<file path="src/rtl/bus_cycle_probe_if.sv">
// 68000 bus bundle seen by bus_cycle_probe.
// master: the board/CPU side that owns the bus signals.
// slave:  the probe, which only observes them and returns TP1 and the BERR request.
`timescale 1ns/1ps
interface bus_cycle_probe_if #(
    parameter int unsigned ADDR_W = 23,
    parameter int unsigned DATA_W = 16
);
    logic              as;
    logic              uds;
    logic              lds;
    logic              rw;
    logic [2:0]        fc;
    logic              dtack;
    logic              berr;
    logic              vpa;
    logic [ADDR_W-1:0] a;
    logic [DATA_W-1:0] d;
    logic              tp1;
    logic              berr_oe;

    modport master (
        output as, uds, lds, rw, fc, dtack, berr, vpa, a, d,
        input  tp1, berr_oe
    );

    modport slave (
        input  as, uds, lds, rw, fc, dtack, berr, vpa, a, d,
        output tp1, berr_oe
    );
endinterface

</file>
<file path="src/rtl/bus_cycle_probe.sv">
// Passive 68000 bus-cycle observer. Synchronises the bus strobes, follows each
// AS-framed cycle and logs {term, RW, FC, wcnt, A, D} into a first-word-fall-through
// FIFO. TP1 pulses for one clock when a cycle starts at the match address.
// Optional feature macro: TIMEOUT_BERR_EN (BERR request on timeout).
// UDS/LDS travel on the interface for the board; the record has no lane field,
// so they are not sampled here.
`timescale 1ns/1ps
module bus_cycle_probe #(
    parameter int unsigned        ADDR_W     = 23,
    parameter int unsigned        DATA_W     = 16,
    parameter int unsigned        DEPTH      = 8,
    parameter int unsigned        TIMEOUT    = 255,
    parameter logic [ADDR_W-1:0]  MATCH_ADDR = '0,
    parameter logic [ADDR_W-1:0]  MATCH_MASK = '1,
    localparam int unsigned       REC_W      = 14 + ADDR_W + DATA_W,
    localparam int unsigned       FILL_W     = $clog2(DEPTH) + 1
) (
    input  logic                clk,
    input  logic                reset,
    bus_cycle_probe_if.slave    bus,
    input  logic                rd_en,
    output logic                rd_valid,
    output logic [REC_W-1:0]    rd_data,
    output logic [FILL_W-1:0]   fill,
    output logic                overflow
);
    localparam int unsigned PTR_W      = $clog2(DEPTH);
    localparam logic [7:0]  TimeoutCnt = 8'(TIMEOUT);

    typedef enum logic [1:0] {StIdle, StWait, StData, StEnd} state_e;

    // Strobe synchronisers, packed {as, dtack, berr, vpa}; reset to negated.
    logic [3:0] sync1_q, sync2_q;
    always_ff @(posedge clk) begin
        if (reset) begin
            sync1_q <= '1;
            sync2_q <= '1;
        end else begin
            sync1_q <= {bus.as, bus.dtack, bus.berr, bus.vpa};
            sync2_q <= sync1_q;
        end
    end

    logic as_on, dtack_on, berr_on, vpa_on;
    assign as_on    = !sync2_q[3];
    assign dtack_on = !sync2_q[2];
    assign berr_on  = !sync2_q[1];
    assign vpa_on   = !sync2_q[0];

    state_e            state_q, state_d;
    logic [ADDR_W-1:0] addr_q, addr_d;
    logic [2:0]        fc_q, fc_d;
    logic              rw_q, rw_d;
    logic [7:0]        wcnt_q, wcnt_d;
    logic [1:0]        term_q, term_d;
    logic              push;
    logic [REC_W-1:0]  push_rec;
    logic              tp1_c, berr_oe_c;

    // Cycle tracker state.
    always_ff @(posedge clk) begin
        if (reset) begin
            state_q <= StIdle;
            addr_q  <= '0;
            fc_q    <= '0;
            rw_q    <= 1'b0;
            wcnt_q  <= '0;
            term_q  <= '0;
        end else begin
            state_q <= state_d;
            addr_q  <= addr_d;
            fc_q    <= fc_d;
            rw_q    <= rw_d;
            wcnt_q  <= wcnt_d;
            term_q  <= term_d;
        end
    end

    logic [7:0] wcnt_inc;
    assign wcnt_inc = (wcnt_q == 8'hFF) ? wcnt_q : wcnt_q + 8'd1;

    // Next state, record assembly and strobes.
    // In WAIT: termination beats abort, and abort beats timeout on the same clock.
    always_comb begin
        state_d   = state_q;
        addr_d    = addr_q;
        fc_d      = fc_q;
        rw_d      = rw_q;
        wcnt_d    = wcnt_q;
        term_d    = term_q;
        push      = 1'b0;
        push_rec  = {term_q, rw_q, fc_q, wcnt_q, addr_q, bus.d};
        tp1_c     = 1'b0;
        berr_oe_c = 1'b0;
        unique case (state_q)
            StIdle: begin
                if (as_on) begin
                    addr_d  = bus.a;
                    fc_d    = bus.fc;
                    rw_d    = bus.rw;
                    wcnt_d  = '0;
                    state_d = StWait;
                    tp1_c   = ((bus.a & MATCH_MASK) == (MATCH_ADDR & MATCH_MASK));
                end
            end
            StWait: begin
                wcnt_d = wcnt_inc;
                if (berr_on) begin
                    term_d  = 2'b01;
                    state_d = StData;
                end else if (dtack_on) begin
                    term_d  = 2'b00;
                    state_d = StData;
                end else if (vpa_on) begin
                    term_d  = 2'b10;
                    state_d = StData;
                end else if (!as_on) begin
                    state_d = StIdle;
                end else if (wcnt_inc == TimeoutCnt) begin
                    term_d   = 2'b11;
                    state_d  = StEnd;
                    push     = 1'b1;
                    push_rec = {2'b11, rw_q, fc_q, wcnt_inc, addr_q, {DATA_W{1'b0}}};
`ifdef TIMEOUT_BERR_EN
                    berr_oe_c = 1'b1;
`endif
                end
            end
            StData: begin
                // D is stable: the termination has already crossed both sync flops.
                push    = 1'b1;
                state_d = StEnd;
            end
            StEnd: begin
                if (!as_on) begin
                    state_d = StIdle;
                end
`ifdef TIMEOUT_BERR_EN
                berr_oe_c = (term_q == 2'b11) && as_on;
`endif
            end
            default: state_d = StIdle;
        endcase
    end

    assign bus.tp1     = tp1_c && !reset;
    assign bus.berr_oe = berr_oe_c && !reset;

    logic [REC_W-1:0]  mem [DEPTH];
    logic [PTR_W-1:0]  wptr_q, rptr_q;
    logic [FILL_W-1:0] fill_q;
    logic              overflow_q;
    logic              full, pop, push_ok;

    assign full    = (fill_q == FILL_W'(DEPTH));
    assign pop     = rd_en && (fill_q != '0);
    assign push_ok = push && (!full || pop);

    // Capture FIFO; a push into a full FIFO is dropped unless a pop frees a slot.
    always_ff @(posedge clk) begin
        if (reset) begin
            wptr_q     <= '0;
            rptr_q     <= '0;
            fill_q     <= '0;
            overflow_q <= 1'b0;
        end else begin
            if (push_ok) begin
                mem[wptr_q] <= push_rec;
                wptr_q      <= wptr_q + PTR_W'(1);
            end
            if (pop) begin
                rptr_q <= rptr_q + PTR_W'(1);
            end
            unique case ({push_ok, pop})
                2'b10:   fill_q <= fill_q + FILL_W'(1);
                2'b01:   fill_q <= fill_q - FILL_W'(1);
                default: fill_q <= fill_q;
            endcase
            if (push && full && !pop) begin
                overflow_q <= 1'b1;
            end
        end
    end

    assign rd_valid = (fill_q != '0);
    assign rd_data  = mem[rptr_q];
    assign fill     = fill_q;
    assign overflow = overflow_q;
endmodule

</file>
<file path="src/flat_wrapper.sv">
// flat-port wrapper written by rule: the top's interface ports become plain ports
module bus_cycle_probe_flat 
#(
    parameter int unsigned        ADDR_W     = 23,
    parameter int unsigned        DATA_W     = 16,
    parameter int unsigned        DEPTH      = 8,
    parameter int unsigned        TIMEOUT    = 255,
    parameter logic [ADDR_W-1:0]  MATCH_ADDR = '0,
    parameter logic [ADDR_W-1:0]  MATCH_MASK = '1,
    localparam int unsigned       REC_W      = 14 + ADDR_W + DATA_W,
    localparam int unsigned       FILL_W     = $clog2(DEPTH) + 1
)
  (clk, reset, rd_en, rd_valid, rd_data, fill, overflow, bus_as, bus_uds, bus_lds, bus_rw, bus_fc, bus_dtack, bus_berr, bus_vpa, bus_a, bus_d, bus_tp1, bus_berr_oe);
  bus_cycle_probe_if #(.ADDR_W(ADDR_W), .DATA_W(DATA_W)) bus_i ();
  input  logic clk;
  input  logic reset;
  input  logic rd_en;
  output logic rd_valid;
  output logic [REC_W-1:0] rd_data;
  output logic [FILL_W-1:0] fill;
  output logic overflow;
  input wire logic [$bits(bus_i.as)-1:0] bus_as;
  input wire logic [$bits(bus_i.uds)-1:0] bus_uds;
  input wire logic [$bits(bus_i.lds)-1:0] bus_lds;
  input wire logic [$bits(bus_i.rw)-1:0] bus_rw;
  input wire logic [$bits(bus_i.fc)-1:0] bus_fc;
  input wire logic [$bits(bus_i.dtack)-1:0] bus_dtack;
  input wire logic [$bits(bus_i.berr)-1:0] bus_berr;
  input wire logic [$bits(bus_i.vpa)-1:0] bus_vpa;
  input wire logic [$bits(bus_i.a)-1:0] bus_a;
  input wire logic [$bits(bus_i.d)-1:0] bus_d;
  output wire logic [$bits(bus_i.tp1)-1:0] bus_tp1;
  output wire logic [$bits(bus_i.berr_oe)-1:0] bus_berr_oe;
  assign bus_i.as = bus_as;
  assign bus_i.uds = bus_uds;
  assign bus_i.lds = bus_lds;
  assign bus_i.rw = bus_rw;
  assign bus_i.fc = bus_fc;
  assign bus_i.dtack = bus_dtack;
  assign bus_i.berr = bus_berr;
  assign bus_i.vpa = bus_vpa;
  assign bus_i.a = bus_a;
  assign bus_i.d = bus_d;
  assign bus_tp1 = bus_i.tp1;
  assign bus_berr_oe = bus_i.berr_oe;
  bus_cycle_probe #(.ADDR_W(ADDR_W), .DATA_W(DATA_W), .DEPTH(DEPTH), .TIMEOUT(TIMEOUT), .MATCH_ADDR(MATCH_ADDR), .MATCH_MASK(MATCH_MASK)) u_core (.clk(clk), .reset(reset), .bus(bus_i), .rd_en(rd_en), .rd_valid(rd_valid), .rd_data(rd_data), .fill(fill), .overflow(overflow));
endmodule
</file>
<file path="config.mk">
export PLATFORM = sky130hd
export DESIGN_NAME = bus_cycle_probe_flat
export DESIGN_NICKNAME = d
export VERILOG_FILES = /design/src/rtl/bus_cycle_probe_if.sv /design/src/rtl/bus_cycle_probe.sv /design/src/flat_wrapper.sv
export SDC_FILE = /design/constraint.sdc
export NUM_CORES = 1
export LEC_CHECK = 0
export ABC_AREA = 1
export ABC_CLOCK_PERIOD_IN_PS = 4730
export CORE_UTILIZATION = 50
export DETAILED_ROUTE_END_ITERATION = 6
export GPL_TIMING_DRIVEN = 0
export PLACE_DENSITY = 0.71
export SETUP_SLACK_MARGIN = 0.05
export SLEW_MARGIN = 20
export SYNTH_ARGS = -nofsm -noshare
export SYNTH_HDL_FRONTEND = slang
export SYNTH_SLANG_ARGS = --single-unit
</file>
<file path="constraint.sdc">
create_clock -name clk -period 4.73 [get_ports clk]
set_clock_uncertainty 0.1 [all_clocks]
set_input_delay 0.946 -clock clk [delete_from_list [all_inputs] [get_ports clk]]
set_output_delay 0.946 -clock clk [all_outputs]
set_load 0.01 [all_outputs]
</file>
==> impl_metrics.csv <==
group,metric,value,unit
clocking,clkLatencyLatePin,0.56,ns
clocking,cts_resized,2,
routing,route.detailed.drc,0,
worst_setup_path,reg2reg_depth,14,
floorplan,design.core.area,37670,um^2
power,cellPowerDensity,510.4,nW/um^2
place,dpl.hpwl,31890,um
place,preCtsSetupSlack,0.5648,ns
synthesis,synth_edf_count,424,
timing,worstMarginPinSlew,0.9077,ns
cells_and_area,nets,1852,
synthesis,synth_cells,1613,
worst_setup_path,setup.worst_path.class,"reg2out",
grt,grt_first_pass_wirelength,71650,um
worst_setup_path,crit_path_end_kind,"output pin",
routing,route.met2.wl,23190,um
routing,avgViaCountPerCell,5.635,
outcome,status,"finished, final reports clean",
cells_and_area,final_common_cell,"nor2_1",
place,gp_congestion,0.8120,
synthesis,synth_warnings,0,
worst_setup_path,cp_data_arrival_time,3.49,ns
routing,wl_per_cell,20.30,um
timing,post-route-period-util,95.93,%
power,p_clk_share,31.9,%
clocking,post_cts_buffers,0,
routing,routed_wl,47500,um
worst_setup_path,worstSetupStartpointType,"flop",
synthesis,synth-async-reset-ratio,0,%
floorplan,rows,71,
timing,finalHoldViolCount,0,
power,irDropWorstVdd,0.3641,mV
worst_hold_path,min_from,"u_core.sync1_q[1]",
place,io_buffers,108,
floorplan,start_util,50.77,%
synthesis,synth_area_per_cell,11.86,um^2
clocking,cts-hold-fix-buffers,0,
routing,firstDrtPassIters,5,
clocking,cts.clk_slew.worst_paths,0.07,ns
routing,m1WireLength,19510,um
synthesis,yosysSeqAreaShare,72.97,%
timing,rsz0062_at_grt,"no",
place,placed_cells,2251,
floorplan,die_area,39030,um^2
routing,drt_iter0_drc,1147,
clocking,cts-buffers-inserted,48,
worst_hold_path,hold_path_class,"reg2reg",
clocking,clock-sinks,485,
grt,gr-total-overflow,0,
routing,top_layer,"met4",
synthesis,synth_cell_types,39,
cells_and_area,instances_no_fill,2340,
routing,antenna_left,0,
timing,maxSlewHeadroom,38.93,%
worst_hold_path,holdPathEnd,"u_core.sync2_q[1]",
synthesis,synthesis.area,19120,um^2
grt,grt_antenna_before_repair,0,
cells_and_area,n_fill_cell,2987,
power,power_frac_comb,27.4,%
power,p_int,8.100,mW
grt,gr-usage-all-layers,24.52,%
synthesis,syn_nets,1676,
worst_setup_path,rrSetupSlack,1.17,ns
floorplan,pin_count,113,
floorplan,die-width,197.6,um
job,drv_cap,0,
grt,grt_pass1_vias,12840,
clocking,clockBufferDepth,3,
worst_hold_path,hold_path_depth,1,
cells_and_area,final_cell_mix,"nor2_1 (441), edfxtp_1 (424), o21ai_0 (248), clkdlybuf4s50_1 (108), nand2_1 (76)",
power,p_leak,7.950,nW
cells_and_area,drive_gt1_share,8.256,%
cells_and_area,diodes,0,
clocking,ctsHtreeMaxLevel,2,
power,p_switching,3.630,mW
routing,vias,13190,
synthesis,synth_ff_type,"edfxtp_1",
worst_setup_path,reg2reg_from,"u_core.wcnt_q[0]",
timing,finalSetupViolCount,0,
power,swShare,30.94,%
worst_setup_path,cp.required,3.68,ns
synthesis,ys_ff_latch,485,
clocking,cts_tree,"done",
grt,grt_max_degree,23,
worst_setup_path,r2r-end,"u_core.mem[7][7]",
clocking,cts-root-buf,"clkbuf_16",
timing,finalWorstSetupSlack,0.1924,ns
timing,drv_slew,0,
power,power_frac_seq,40.7,%
floorplan,chipHeight,197.6,um
timing,fmax,220.4,MHz
cells_and_area,area_growth,20.17,%
routing,met3_wirelength,3458,um
timing,post-route-min-period,4.538,ns
worst_setup_path,crit_path_max_fanout,10,
==> worst max-delay path, stage by stage, from the launching register on <==
cell	delay, ns
dfxtp_1	0.58
inv_1	0.28
clkbuf_1	0.42
clkbuf_1	0.42
nor2_1	0.17
o21ai_0	0.10
a31oi_1	0.35
clkdlybuf4s50_1	0.60
==> worst max-delay path by stage <==
stage                     start               end  depth (start not counted)
6_report                   flop       rd_data[18]                          7
5_1_grt                    flop       rd_data[36]                          9
4_1_cts                    flop       rd_data[39]                          8
3_5_place_dp               flop       rd_data[39]                          9
3_3_place_gp              rd_en  u_core.mem[0][1]                          5
2_1_floorplan  u_core.wcnt_q[1]  u_core.mem[0][0]                         11
==> metal layers <==
| layer | track usage [%] | vias up |
|---|---|---|
| met1 | 32.92 | 6445 |
| li1 | - | 6094 |
| met5 | 0 | - |
| met3 | 2.954 | 89 |
| met4 | 8.929 | 0 |
| met2 | 41.21 | 559 |
==> registers in the layout (all words and copies together) (netlist names), named ones only <==
signal           flops
u_core.fc_q          3
u_core.fill          4
u_core.wptr_q        3
u_core.term_q        2
u_core.sync1_q       4
u_core.sync2_q       4
u_core.addr_q       23
u_core.state_q       1
u_core.overflow      1
u_core.rptr_q        3
u_core.rw_q          1
u_core.wcnt_q        8
u_core.mem         424
==> power groups by stage <==
stage          combinational (mW)  clock (mW)  sequential [mW]
6_report                     3.21        3.74             4.78
5_1_grt                      3.50        3.94             4.79
4_1_cts                      3.19        3.77             4.78
3_5_place_dp                 3.18           0             4.85
3_3_place_gp                 3.12           0             4.85
2_1_floorplan                1.75           0             4.83
==> cells by family after synthesis <==
kind of cell,Yosys count,share of synthesized area [%]
DFF,485,72.97
other,1,0.01961
xor gates and xnor gates,2,0.09162
and+or+nand+nor,581,12.29
muxes,1,0.05234
adders and majority gates,11,0.7590
buffers and inverters,152,3.049
AOI/OAI and AO/OA,380,10.77
==> synthesized netlist by cell type (10+ instances only) <==
master	n	area, um^2
nor2_1	450	1689
edfxtp_1	424	12730
o21ai_0	248	1241
clkbuf_1	78	292.8
nand2_1	76	285.3
dfxtp_1	61	1221
a31oi_1	53	331.6
o22ai_1	53	331.6
inv_1	51	191.4
nand3_1	21	105.1
a21oi_1	20	100.1
buf_1	12	45.04
ha_1	10	125.1
==> stage by stage <==
step	hold slack, ns	instance area (um^2)	total power [mW]	TNS, ns	utilization [%]
4_1_cts	0.3076	22960	11.74	0	60.96
6_report	0.3052	22980	11.73	0	61.01
3_3_place_gp	0.2976	20840	7.970	-808.96	55.34
5_1_grt	0.3230	22980	12.23	0	61.01
3_5_place_dp	0.2989	21390	8.037	0	56.79
2_1_floorplan	0.2895	19120	6.582	0	-
==> cell type report <==
cell class	count	area, um^2	share of cell area, %
multi-input combinational	976	4649	20.23
tap	511	639.4	2.782
clock inverter	21	168.9	0.7350
sequential	485	13950	60.72
timing repair buffer	127	1567	6.817
buffer	97	399.1	1.737
inverter	54	202.7	0.8820
clock buffer	69	1401	6.098
No activity file was read; power rests on OpenSTA's default activity.
